==> config.mk <==
export PLATFORM = sky130hd
export DESIGN_NAME = serial_display_driver
export DESIGN_NICKNAME = d
export VERILOG_FILES = /design/src/rtl/p2s_pkg.sv /design/src/rtl/p2s_tick_gen.sv /design/src/rtl/serial_display_driver.sv
export SDC_FILE = /design/constraint.sdc
export NUM_CORES = 1
export LEC_CHECK = 0
export ABC_AREA = 1
export BUFFER_PORTS_ARGS = -buffer_cell sky130_fd_sc_hd__buf_2
export CORE_UTILIZATION = 58
export DETAILED_ROUTE_END_ITERATION = 6
export GPL_ROUTABILITY_DRIVEN = 0
export PLACE_DENSITY = 0.89
export SLEW_MARGIN = 10
export SYNTH_ARGS = -nofsm -noshare
export SYNTH_HDL_FRONTEND = slang
export SYNTH_HIERARCHICAL = 1
export SYNTH_SLANG_ARGS = --single-unit
==> constraint.sdc <==
create_clock -name clk -period 2 [get_ports clk]
set_clock_uncertainty 0.05 [all_clocks]
set_input_delay 0.1 -clock clk [delete_from_list [all_inputs] [get_ports clk]]
set_output_delay 0.1 -clock clk [all_outputs]
set_load 0.05 [all_outputs]
==> src/rtl/p2s_pkg.sv <==
// Shared definitions for the serial display driver: FSM encoding,
// default parameter values and a counter-width helper.
package p2s_pkg;

    localparam int P2S_WIDTH   = 16;
    localparam int P2S_CLK_DIV = 4;
    localparam bit P2S_INVERT  = 1'b0;

    typedef enum logic [1:0] {
        ST_IDLE  = 2'd0,
        ST_SHIFT = 2'd1,
        ST_LATCH = 2'd2,
        ST_DONE  = 2'd3
    } p2s_state_e;

    // Counter width that stays legal when the terminal count is 1.
    function automatic int cnt_w(input int n);
        return (n > 1) ? $clog2(n) : 1;
    endfunction

endpackage

==> src/rtl/p2s_tick_gen.sv <==
// Half-period divider: one-cycle tick every CLK_DIV cycles, restartable
// so every frame begins on a fresh half-period.
module p2s_tick_gen
    import p2s_pkg::*;
#(
    parameter int CLK_DIV = P2S_CLK_DIV
) (
    input  logic clk,
    input  logic rst,
    input  logic clr,
    output logic tick
);

    localparam int             CW   = cnt_w(CLK_DIV);
    localparam logic [CW-1:0]  TERM = CW'(CLK_DIV - 1);

    logic [CW-1:0] cnt_q, cnt_d;

    always_comb begin
        tick  = (cnt_q == TERM);
        cnt_d = tick ? '0 : cnt_q + 1'b1;
        if (clr) cnt_d = '0;
    end

    always_ff @(posedge clk) begin
        if (rst) cnt_q <= '0;
        else     cnt_q <= cnt_d;
    end

endmodule

==> src/rtl/serial_display_driver.sv <==
// Parallel-to-serial LED driver: shifts a pattern MSB first to an external
// shift register, then latches it; refreshes only when the pattern changes.
module serial_display_driver
    import p2s_pkg::*;
#(
    parameter int WIDTH   = P2S_WIDTH,
    parameter int CLK_DIV = P2S_CLK_DIV,
    parameter bit INVERT  = P2S_INVERT
) (
    input  logic             clk,
    input  logic             rst,
    input  logic [WIDTH-1:0] data,
    input  logic             led_en,
    output logic             busy,
    output logic             finish,
    output logic             led_clk,
    output logic             led_dat,
    output logic             led_pen
);

    localparam int            BW       = cnt_w(WIDTH);
    localparam logic [BW-1:0] LAST_BIT = BW'(WIDTH - 1);

    p2s_state_e       state_q, state_d;
    logic [WIDTH-1:0] shreg_q, shreg_d;
    logic [WIDTH-1:0] sent_q,  sent_d;
    logic             dirty_q, dirty_d;
    logic [BW-1:0]    bit_q,   bit_d;
    logic             phase_q, phase_d;
    logic             pen_q,   pen_d;
    logic             start;
    logic             tick;

    p2s_tick_gen #(.CLK_DIV(CLK_DIV)) u_tick (
        .clk  (clk),
        .rst  (rst),
        .clr  (start),
        .tick (tick)
    );

    assign start = (state_q == ST_IDLE) && led_en && (dirty_q || (data != sent_q));

    always_comb begin
        state_d = state_q;
        shreg_d = shreg_q;
        sent_d  = sent_q;
        dirty_d = dirty_q;
        bit_d   = bit_q;
        phase_d = phase_q;
        pen_d   = pen_q;
        case (state_q)
            ST_IDLE: begin
                if (start) begin
                    state_d = ST_SHIFT;
                    shreg_d = INVERT ? ~data : data;
                    sent_d  = data;
                    dirty_d = 1'b0;
                    bit_d   = '0;
                    phase_d = 1'b0;
                    pen_d   = 1'b0;
                end
            end
            ST_SHIFT: begin
                // phase 0 = led_clk low (data settling), phase 1 = led_clk high
                if (tick) begin
                    if (!phase_q) begin
                        phase_d = 1'b1;
                    end else begin
                        phase_d = 1'b0;
                        if (bit_q == LAST_BIT) begin
                            bit_d   = '0;
                            state_d = ST_LATCH;
                            pen_d   = 1'b1;
                        end else begin
                            bit_d   = bit_q + 1'b1;
                            shreg_d = shreg_q << 1;
                        end
                    end
                end
            end
            ST_LATCH: if (tick) state_d = ST_DONE;
            default:  state_d = ST_IDLE;
        endcase
    end

    always_ff @(posedge clk) begin
        if (rst) begin
            state_q <= ST_IDLE;
            shreg_q <= '0;
            sent_q  <= '0;
            dirty_q <= 1'b1;
            bit_q   <= '0;
            phase_q <= 1'b0;
            pen_q   <= 1'b0;
        end else begin
            state_q <= state_d;
            shreg_q <= shreg_d;
            sent_q  <= sent_d;
            dirty_q <= dirty_d;
            bit_q   <= bit_d;
            phase_q <= phase_d;
            pen_q   <= pen_d;
        end
    end

    // Outputs decode registered state only; inputs never reach them directly.
    assign busy    = (state_q == ST_SHIFT) || (state_q == ST_LATCH);
    assign finish  = (state_q == ST_DONE);
    assign led_clk = (state_q == ST_SHIFT) && phase_q;
    assign led_dat = (state_q == ST_SHIFT) && shreg_q[WIDTH-1];
    assign led_pen = pen_q;

endmodule

==> results.toml <==
[outcome]
outcome = "finished, final reports clean"

[synthesis]
ys_ff_latch = 43
syn_nets = 351
yosysWarnings = 6
synth_area_sq_um = 2292
synth_cells = 325
avgSynthCellArea_sq_um = 7.053
ys_seq_area_frac = 0.3755
synth.top_cell.area_share = 0.3755
synth_area_leaders = "dfxtp_1, nand2_1, o21ai_0, a21oi_1, inv_1"
synth.distinct_cells = 26
synth_area_leader_cell = "dfxtp_1"

[power]
cellPowerDensity_nw_per_um2 = 1598
leakage_nw = 1.138
ir_worst_vdd_mv = 1.007
power_mw = 4.056

[grt]
grt_pass1_wl_um = 8390
use_met2 = 0.4323
first_global_vias = 1949
overflow = 0
antenna_found_initial = 0
gr-max-usage-layer = "met2"
use_met1 = 0.3101
grt_max_degree = 32
use_met3 = 0.07394
track_usage = 0.2590

[finish]
final_area_sq_um = 2539
fill_cells = 321
area_growth_pct = 10.75
fin_util = 0.6832
diodes = 0
final_nets = 372
layout-drive-gt1-share = 0.1988

[timing]
fin_crit_ns = 1.876
setup-tns-final_ns = 0
drv_slew = 0
relSlewSlack = 0.5620
post-route-worst-setup-slack_ns = 0.1243
setup_viol = 0
max_freq_mhz = 533.1
hold_viol_final = 0
timing.final.crit_share = 0.9378
tightest_slew_ns = 0.6562

[drt]
viasPerCell = 5.463
wirelength_um = 5152
antenna_left = 0
avgRoutedWirePerCell_um = 13.04
drcViolationCount = 0
first_pass_iters = 5
drt_iter0_drc = 179
vias = 2158

[clock_network]
cts_resized = 0
htreeDepth = 2
numCtsBuffers = 5
clk_latency_ns = 0.30
cts.sinks = 43
cts_tree = "yes"
clockBufferDepth = 2
path_clk_slew_ns = 0.08
ctsHoldBuffers = 0
cts_root_buf = "clkbuf_8"
cts_setup_buffers = 0

[setup_path]
critPathBufInv = 4
path_common_cell = "inv_1"
slowest_delay_ns = 0.37
cp_top_family = "buffers and inverters"
slowest_stage = "dfxtp_2"
crit_type = "reg -> reg"
cp_max_fo = 15
path_cells = "inv_1, ha_2, inv_2, nor2_1, inv_1, nand2_1, nor2_4, buf_6, nand4_1, a21oi_2"
start_kind = "flip-flop"
critPathCaptureType = "flip-flop"
arrival_ns = 2.07
worstPathRequired_ns = 2.19

[die]
initial_utilization = 0.6168
die_area_sq_um = 4207
core_region_area_sq_um = 3716
die_y_um = 64.87
fp.dieW_um = 64.87
ios = 24
row_count = 22

[placement]
pre_cts_slack_ns = 0.09898
numPortBuffers = 23
place_area_sq_um = 2416
hpwlAfterDp_um = 3463

[job]
max_cap_violations = 0

[worst_hold_path]
hold_path_class = "in -> reg"
metrics by stage:
| stage | instances | hold slack, ns |
|---|---|---|
| 5_1_grt | 395 | 0.02238 |
| 2_1_floorplan | 325 | 0.1920 |
| 3_3_place_gp | 386 | 0.3342 |
| 4_1_cts | 394 | 0.01956 |
| 6_report | 395 | 0.01743 |
| 3_5_place_dp | 386 | 0.3396 |
logic make-up after synthesis:
logic type	share of synthesized area
flops	0.3755
buf+inv	0.1059
compound gates	0.1818
fa+ha+maj	0.03821
xor+xnor	0.02293
simple gates	0.2757
final cells by class:
cell class | count | area (sq um) | area share
clock buffers | 5 | 68.82 | 0.02711
clock inverters | 3 | 15.01 | 0.005914
inverters | 41 | 153.9 | 0.06062
multi-input cells | 227 | 1219 | 0.4800
flip-flops and latches | 43 | 862.1 | 0.3396
well taps | 48 | 60.06 | 0.02366
repair buffers | 28 | 160.2 | 0.06309
final timing paths:
kind	end	from	depth (start not counted)	slack (ns)
worst max register to register	shreg_q[4]$_SDFFE_PP0P_	state_q[1]$_SDFFE_PP0P_	10	0.12
worst min register to register	u_tick/cnt_q[0]$_SDFF_PP0_	u_tick/cnt_q[0]$_SDFF_PP0_	1	0.39
worst min-delay path	sent_q[12]$_SDFFE_PP0P_	data[12]	3	0.02
worst max-delay path	shreg_q[4]$_SDFFE_PP0P_	state_q[1]$_SDFFE_PP0P_	10	0.12
cell usage in the layout, fill, tap and decap left out:
master	synthesis	routed
clkinv_2	0	3
xnor2_1	2	2
ha_1	7	5
o21ai_1	2	2
dfxtp_2	0	1
inv_1	38	38
nand4_1	18	18
nor2_1	27	27
a21oi_1	30	30
nand3_4	1	2
buf_2	4	23
o21ai_0	34	34
clkbuf_8	0	5
buf_4	1	3
nand2_2	10	11
inv_2	3	3
nand3_2	0	1
nand3_1	7	6
nor2_2	1	1
ha_2	0	2
buf_6	1	2
nand2_4	2	2
nand2_1	70	69
nor2_4	1	1
dfxtp_1	43	42
a211oi_1	1	1
xor2_1	4	4
a21oi_2	9	9
Yosys cell counts:
master / number
ha_1: 7
a211oi_1: 1
inv_2: 3
nor2_4: 1
nor2_2: 1
o21ai_0: 34
nand2_2: 10
xnor2_1: 2
buf_6: 1
nand3_1: 7
clkbuf_1: 7
nand2_4: 2
buf_4: 1
inv_1: 38
o21ai_1: 2
buf_2: 4
xor2_1: 4
nand2_1: 70
buf_12: 1
nand3_4: 1
dfxtp_1: 43
nor2_1: 27
buf_1: 1
a21oi_2: 9
a21oi_1: 30
nand4_1: 18
flip-flops by register name, summed over array words and instances (netlist names):
signal / cells
led_pen: 1
sent_q: 16
u_tick/cnt_q: 2
bit_q: 4
dirty_q: 1
shreg_q: 16
phase_q: 1
state_q: 2
routing by layer:
metal | share of wire | wire (um) | vias to the layer above
met4 | 0.024 | 123 | 0
met1 | 0.42 | 2188 | 948
met3 | 0.075 | 385 | 14
met2 | 0.48 | 2454 | 99
li1 | - | - | 1097
met5 | 0 | 0 | -
power breakdown:
part / switching [mW] / internal [mW] / total [mW]
Sequential: 0.176 / 1.13 / 1.30
Clock: 0.307 / 0.239 / 0.547
Combinational: 1.49 / 0.719 / 2.21
worst reg2reg max path: cells and delay by family (launching register included):
| family | cells | cell delay [ns] |
|---|---|---|
| adder cells (fa/ha/maj) | 1 | 0.24 |
| AO/OA/AOI/OAI | 1 | 0.15 |
| flip-flops | 1 | 0.37 |
| AND/OR/NAND/NOR | 4 | 0.50 |
| buffers and inverters | 4 | 0.50 |
No activity file was read; power rests on OpenSTA's default activity.
